## config.mk

```make
export PLATFORM = sky130hd
export DESIGN_NAME = fetch_pair_queue
export DESIGN_NICKNAME = d
export VERILOG_FILES = /design/src/rtl/fetch_pkg.sv /design/src/rtl/fq_ring_storage.sv /design/src/rtl/fetch_pair_queue.sv
export SDC_FILE = /design/constraint.sdc
export NUM_CORES = 1
export LEC_CHECK = 0
export ABC_AREA = 1
export CAP_MARGIN = 25
export CORE_ASPECT_RATIO = 0.75
export CORE_MARGIN = 5
export CORE_UTILIZATION = 58
export CTS_BUF_LIST = sky130_fd_sc_hd__clkbuf_16
export DETAILED_ROUTE_END_ITERATION = 8
export PLACE_DENSITY = 0.8
export SYNTH_ARGS = -nofsm -noshare
export SYNTH_HDL_FRONTEND = slang
export SYNTH_SLANG_ARGS = --single-unit
```

## constraint.sdc

```tcl
create_clock -name clk -period 5.7 [get_ports clk]
set_input_delay 1.14 -clock clk [delete_from_list [all_inputs] [get_ports clk]]
set_output_delay 1.14 -clock clk [all_outputs]
set_load 0.005 [all_outputs]
```

## src/rtl/fetch_pkg.sv

```systemverilog
// Shared types and constants for the instruction fetch queue.
package fetch_pkg;

    typedef struct packed {
        logic [31:0] pc;
        logic [31:0] instr;
    } fq_entry_t;

    localparam logic [31:0] NOP_INSTR = 32'h0;
    localparam logic [31:0] PC_STEP   = 32'd4;

endpackage

```

## src/rtl/fq_ring_storage.sv

```systemverilog
// Ring of fetch entries: one write port and two combinational read ports
// at rd_ptr and rd_ptr+1. Payload is not reset; validity lives in the owner's count.
module fq_ring_storage
    import fetch_pkg::*;
#(
    parameter int DEPTH = 8
) (
    input  logic                     clk,
    input  logic                     wr_en_i,
    input  logic [$clog2(DEPTH)-1:0] wr_ptr_i,
    input  fq_entry_t                wr_data_i,
    input  logic [$clog2(DEPTH)-1:0] rd_ptr_i,
    output fq_entry_t                rd_data0_o,
    output fq_entry_t                rd_data1_o
);

    localparam int AW = $clog2(DEPTH);

    fq_entry_t         mem_q [DEPTH];
    logic [AW-1:0]     rd_ptr_nxt;

    always_ff @(posedge clk) begin
        if (wr_en_i) begin
            mem_q[wr_ptr_i] <= wr_data_i;
        end
    end

    // DEPTH is a power of two, so the pointer add wraps on its own.
    assign rd_ptr_nxt = rd_ptr_i + AW'(1);
    assign rd_data0_o = mem_q[rd_ptr_i];
    assign rd_data1_o = mem_q[rd_ptr_nxt];

endmodule

```

## src/rtl/fetch_pair_queue.sv

```systemverilog
// Fetch sequencer and circular instruction buffer presenting the two oldest
// entries to the dual-issue scheduler; retires 0..2 per cycle, flushes on redirect.
module fetch_pair_queue
    import fetch_pkg::*;
#(
    parameter int          DEPTH    = 8,
    parameter logic [31:0] RESET_PC = 32'h0000_0000
) (
    input  logic                       clk,
    input  logic                       rst,
    output logic [31:0]                fetch_addr,
    input  logic                       fetch_valid,
    input  logic [31:0]                fetch_data,
    output logic                       fetch_ready,
    input  logic [1:0]                 pop_count,
    input  logic                       redirect,
    input  logic [31:0]                redirect_pc,
    output logic [31:0]                instruction0,
    output logic [31:0]                instruction1,
    output logic [31:0]                pc0,
    output logic [31:0]                pc1,
    output logic                       nothing_filled,
    output logic [$clog2(DEPTH):0]     valid_count,
    output logic                       underflow_err
);

    localparam int AW = $clog2(DEPTH);
    localparam int CW = AW + 1;

    logic [AW-1:0] rd_ptr_q, rd_ptr_d;
    logic [AW-1:0] wr_ptr_q, wr_ptr_d;
    logic [CW-1:0] count_q, count_d;
    logic [31:0]   pc_q, pc_d;
    logic          uf_q, uf_d;

    logic [CW-1:0] pop_req;
    logic [CW-1:0] pop_eff;
    logic          push;
    fq_entry_t     wr_entry;
    fq_entry_t     rd_entry0;
    fq_entry_t     rd_entry1;

    assign fetch_ready = (count_q < CW'(DEPTH));
    assign push        = fetch_valid && fetch_ready && !redirect;
    assign pop_req     = (pop_count == 2'd3) ? CW'(2) : CW'(pop_count);
    assign pop_eff     = (pop_req > count_q) ? count_q : pop_req;
    assign wr_entry    = '{pc: pc_q, instr: fetch_data};

    always_comb begin
        rd_ptr_d = rd_ptr_q + pop_eff[AW-1:0];
        wr_ptr_d = wr_ptr_q + AW'(push);
        count_d  = count_q + CW'(push) - pop_eff;
        pc_d     = push ? (pc_q + PC_STEP) : pc_q;
        uf_d     = uf_q | (pop_req > count_q);
        // Redirect discards this cycle's push and pop, and never flags underflow.
        if (redirect) begin
            rd_ptr_d = '0;
            wr_ptr_d = '0;
            count_d  = '0;
            pc_d     = {redirect_pc[31:2], 2'b00};
            uf_d     = uf_q;
        end
    end

    always_ff @(posedge clk) begin
        if (rst) begin
            rd_ptr_q <= '0;
            wr_ptr_q <= '0;
            count_q  <= '0;
            pc_q     <= RESET_PC;
            uf_q     <= 1'b0;
        end else begin
            rd_ptr_q <= rd_ptr_d;
            wr_ptr_q <= wr_ptr_d;
            count_q  <= count_d;
            pc_q     <= pc_d;
            uf_q     <= uf_d;
        end
    end

    fq_ring_storage #(
        .DEPTH (DEPTH)
    ) u_ring (
        .clk        (clk),
        .wr_en_i    (push),
        .wr_ptr_i   (wr_ptr_q),
        .wr_data_i  (wr_entry),
        .rd_ptr_i   (rd_ptr_q),
        .rd_data0_o (rd_entry0),
        .rd_data1_o (rd_entry1)
    );

    assign fetch_addr     = pc_q;
    assign nothing_filled = (count_q == '0);
    assign valid_count    = count_q;
    assign underflow_err  = uf_q;
    assign instruction0   = (count_q >= CW'(1)) ? rd_entry0.instr : NOP_INSTR;
    assign pc0            = (count_q >= CW'(1)) ? rd_entry0.pc    : 32'h0;
    assign instruction1   = (count_q >= CW'(2)) ? rd_entry1.instr : NOP_INSTR;
    assign pc1            = (count_q >= CW'(2)) ? rd_entry1.pc    : 32'h0;

endmodule

```

Word-level counts from Yosys, hierarchy flattened --
Memories as Yosys holds them, arrays and structs flattened. A register that Yosys moved wholly into a read port is not among the register bits. Cells that the tools add are included. W data, S select, Z words.
Cells by class: add/sub/neg operators 6, magnitude comparators 4, equal/unequal tests 1, muxes and demuxes 11, bitwise operators 1, reductions and logical operators 6
Operators with widths (count):
- $mux W32 | 6
- $add A32 B3 Y32 const B | 1
- $add A4 B1 Y4 | 1
- $ge A4 B1 Y1 const B | 1
- $ge A4 B2 Y1 const B | 1
- $gt A2 B4 Y1 | 1
- $logic_not A4 Y1 | 1
- $lt A4 B4 Y1 const B | 1
- $mux W4 | 1
- $sub A4 B4 Y4 | 1
- $add A3 B1 Y3 | 1
- $add A3 B1 Y3 const B | 1
- $add A3 B3 Y3 | 1
- $mux W3 | 1
- $eq A2 B2 Y1 const B | 1
- $logic_and A1 B1 Y1 | 2
- $mux W1 | 2
- $mux W2 | 1
- $reduce_bool A2 Y1 | 1
- $reduce_or A2 Y1 | 1
- $logic_not A1 Y1 | 1
- $or A1 B1 Y1 | 1
Storage, ports and cells: register bits after elaboration 43, memory bits (writable) 512, input bits 70, output and inout port bits 167, memories kept 1
Memories:
- u_ring.mem_q | depth 8, width 64, rd ports 2, clocked after memory_dff 1, write ports 1, RTL line fq_ring_storage.sv:19 | fq_entry_t mem_q [DEPTH];

Longest topological paths before layout --
depth in word-level cells 6, mapped depth 16

Modules after synthesis --
A second synthesis with hierarchy kept.
Second synthesis, totals: cell total of the unflattened synthesis 4139, area, all modules 31121.1 um^2
Modules (own cells, without submodules):
- fq_ring_storage | instances 1, cells an instance 3419, area an instance 27238.6 um^2, sequential area each 15374.7 um^2
- fetch_pair_queue | instances 1, cells an instance 720, area an instance 3882.5 um^2, sequential area each 820.8 um^2

Least setup slack after synthesis --
Ideal clock, no wire load.
path type input -> register, from in fetch_valid, to mem u_ring.mem_q[0][0] in the netlist's numbering (enable), data arrival time 4510 ps, data required time 5218 ps, path slack 708 ps, stages on the path 5, buffers on the path 0, cells stage by stage nand2_2 nor2_2 inv_1 or2_2 nor2_1
On the way: longest elaborated chain between the ends 4
Ends and longest elaborated chain:
- start, declared | RTL line fetch_pair_queue.sv:12 | input logic fetch_valid,
- $logic_and A1 B1 Y1 (2 in a row) | RTL line fetch_pair_queue.sv:44 | assign push = fetch_valid && fetch_ready && !redirect;
- $mux W1 | RTL line fq_ring_storage.sv:23 | if (wr_en_i) begin
- $mux W1 (implied by the code) | RTL line fq_ring_storage.sv:24 | mem_q[wr_ptr_i] <= wr_data_i;
- end, declared | RTL line fq_ring_storage.sv:19
No other way between the ends.

Worst setup path in the final report --
from reg rd_ptr_q[0], to out instruction1[21]
On the way: longest elaborated chain between the ends 3
Ends and longest elaborated chain:
- start, declared | RTL line fetch_pair_queue.sv:30 | logic [AW-1:0] rd_ptr_q, rd_ptr_d;
- start signal, assigned | RTL line fetch_pair_queue.sv:73 | rd_ptr_q <= rd_ptr_d;
- $add A3 B1 Y3 | RTL line fq_ring_storage.sv:29 | assign rd_ptr_nxt = rd_ptr_i + AW'(1);
- $mem_v2 Z8 W64
- $mux W32 | RTL line fetch_pair_queue.sv:99 | assign instruction1 = (count_q >= CW'(2)) ? rd_entry1.instr : NOP_INSTR;
- end, declared | RTL line fetch_pair_queue.sv:19 | output logic [31:0] instruction1,
No other way between the ends.

==> summary.md <==
| Metric | Value |
|---|---|
| Synth warn | 0 |
| Worst Tran Pin Value | 1.38 ns |
| # nets final | 3,088 |
| Clock transition at path regs | 0.06 ns |
| Initial Util | 0.586 |
| All-Layer GR Usage | 0.281 |
| FFs w/ async S/R, synth | 0 |
| Placement Rows | 68 |
| CTS resizes | 0 |
| GP Congestion | 0.896 |
| Synth unique cells | 41 |
| CP arrival | 4.14 ns |
| Fin crit share | 0.927 |
| Initial antenna violation count | 3 |
| Number of synthesized flops with an enable pin | 496 |
| CTS Buf Count | 51 |
| Vias in the first global route | 21,300 |
| CP max FO | 110 |
| TritonCTS clock tree | yes |
| Slew Limit Fails | 0 |
| Vias | 22,500 |
| Hold Crit Depth | 2 |
| CP startpoint | rd_ptr_q[0] |
| DRT iter0 DRCs | 2,945 |
| Setup Skew | 0.0185 ns |
| First-pass GRT wire length | 114 mm |
| H-tree depth | 2 |
| FF+latch count, synth | 537 |
| Core Util, Final | 0.678 |
| Area leader, netlist | edfxtp_1 |
| Endpoint class of the critical path | output pin |
| Largest net degree at the start of global routing | 326 |
| # setup viols final | 0 |
| Core ar. | 0.0460 mm² |
| Status | complete, no violations |
| Ratio of cells with drive above 1 in the final layout | 0.0572 |
| Max_cap viols | 0 |
| Synthesis-to-finish area growth | 15.8% |
| Peak supply drop | 0.000319 V |
| Slowest CP cell | dfxtp_4 |
| Power Density | 385 mW/mm² |
| Syn Inst Count | 2,892 |
| Unrepaired setup endpoints after global routing | false |
| Die area | 0.0509 mm² |
| Register area share after synthesis | 0.583 |
| Top_reg_cell synth | edfxtp_1 |
| Die Wd | 259 µm |
| ANT nets after route | 0 |
| Root buffer selected by CTS | clkbuf_16 |
| Total grt overflow | 0 |
| Final Non-Filler Cells | 3,671 |
| Number of setup buffers added after CTS | 0 |
| Slew Limit Headroom | 0.0782 |
| Crit path kind | reg -> out |
| Leakage Power | 11.3 nW |
| Clock sinks | 537 |
| Critical Path RT | 4.56 ns |
| Die Span Y | 197 µm |
| Area contributors post-synth | edfxtp_1 (55%), a21oi_1 (7.3%), nor2_1 (6.1%) |
| Max Clk Rate | 189 MHz |
| Crit-path leading delay family | buffers and inverters |
| Clock insertion delay at the later pin of the skew report | 0.60 ns |
| Router iterations before antenna repair | 6 |
| Most frequent cells after synthesis | edfxtp_1 (496), nor2_1 (440), a21oi_1 (393) |
| Routed wire length per instance | 20.4 µm |
| Placed Cells | 3,579 |
| DP HPWL | 43.4 mm |
| FF-to-FF Start | valid_count[1] |
| Worst Path Buf+Inv | 3 |
| Final TNS setup | 0 ns |
| # IOs | 237 |
| Crit path top cell by count | a21oi_1 |
| Most numerous cell in the Yosys netlist | edfxtp_1 |
| Avg Synthesized Cell Area | 9.32 µm² |
| Startpoint types | register |
| # DRC | 0 |
| Hold path start | underflow_err |
| Drt total wl | 74.9 mm |
| Worst path depth | 8 |
| Hold Fails Final Rpt | 0 |
| Clock tree buffer depth | 3 |
| IO buf count | 228 |
| Post-synth top area share | 0.552 |
| FF-to-FF path depth | 14 |
| Vias/cell | 6.12 |
| Worst hold path type | reg -> reg |
| Final min period | 5.28 ns |
| Ant. Diodes | 0 |
| Mapped cell area | 0.0270 mm² |
| Total Power | 12.0 mW |
| Hold_buf cts | 0 |
| CP Cell Sequence | ha_1 -> inv_6 -> buf_4 -> a21oi_1 -> o21ai_0 -> a21oi_1 -> a211oi_2 -> clkdlybuf4s50_1 |
| Crit path largest cell delay | 0.77 ns |
-- sequential cells by signal, summed over array words and instances (netlist names) --
register,cells
rd_ptr_q,3
u_ring.mem_q,496
valid_count,4
underflow_err,1
wr_ptr_q,3
fetch_addr,30
-- final cells by class --
type | count | area, µm²
sequential | 537 | 15700
fill | 3258 | 14800
multi-input combinational | 1952 | 9600
timing repair buffer | 270 | 2770
clock buffer | 53 | 1330
tap | 630 | 788
inverter | 190 | 733
clock inverter | 39 | 292
-- path summary, 6_finish.rpt --
kind,slack (ns),to
max,0.42,instruction1[21]
min,0.49,underflow_err
max reg2reg,2.61,valid_count[3]
min reg2reg,0.49,underflow_err
-- per-layer routing --
metal	part of all wire	GRT usage
met1	0.39	0.385
met2	0.46	0.451
met3	0.11	0.0574
met4	0.033	0.103
met5	0.00051	0
-- layout by cell type (no fill, tap or decap), types with 2 or more instances in the layout --
cell type,Yosys,routed
dfxtp_1,41,40
clkinv_2,0,8
xor2_1,5,5
a211oi_1,84,84
xnor2_1,8,8
nand3_1,153,153
buf_12,0,14
o22ai_1,2,2
conb_1,1,6
clkinv_1,2,10
o21ai_0,231,231
edfxtp_1,496,496
nor2_1,440,432
a31oi_1,10,9
nor3_1,10,10
nor2_2,6,6
inv_1,183,199
a22o_1,5,5
ha_1,14,14
nand2_1,365,365
a211oi_2,39,39
buf_4,12,28
o211ai_1,2,2
o21ai_1,164,164
inv_4,1,2
clkbuf_16,0,53
nor2_4,1,9
clkdlybuf4s50_1,0,228
inv_6,0,3
nand4_1,3,3
bufinv_16,0,5
a21oi_1,393,393
fa_1,2,2
-- cell families (layout without fill, tap and decap cells) --
| kind of cell | Yosys count | in the layout | share of synthesized area |
|---|---|---|---|
| simple gates | 984 | 984 | 0.146 |
| compound gates | 933 | 933 | 0.194 |
| flops | 537 | 537 | 0.583 |
| buf+inv | 408 | 552 | 0.0648 |
| fa+ha+maj | 16 | 16 | 0.00798 |
| xor+xnor | 13 | 13 | 0.00422 |
| other cells | 1 | 6 | 0.000139 |
-- stage by stage --
step / area [µm²] / setup WS (ns) / hold WS, ns
after floorplan: 27000 / 0.708 / 0.452
final: 31200 / 0.416 / 0.486
after detailed placement: 29600 / 1.11 / 0.468
after global routing: 31200 / 0.283 / 0.543
after CTS: 31200 / 0.474 / 0.489
after global placement: 29600 / 1.24 / 0.464
-- worst register-to-register path, cell delays in order, from the launching register on --
cell,delay [ns]
dfxtp_1,0.48
inv_1,0.12
ha_1,0.32
a21oi_1,0.13
and2_1,0.19
inv_1,0.10
o21ai_0,0.32
inv_1,0.08
ha_1,0.31
ha_1,0.28
nand2_1,0.07
nor2_1,0.04
a211oi_1,0.30
nand2_1,0.08
nor3b_1,0.15
-- where the power goes --
part | internal (mW) | switching [mW]
sequential | 4.40 | 0.116
combinational | 1.81 | 2.38
clock | 1.89 | 1.41
Note: power is estimated with default switching activity, not from simulation.
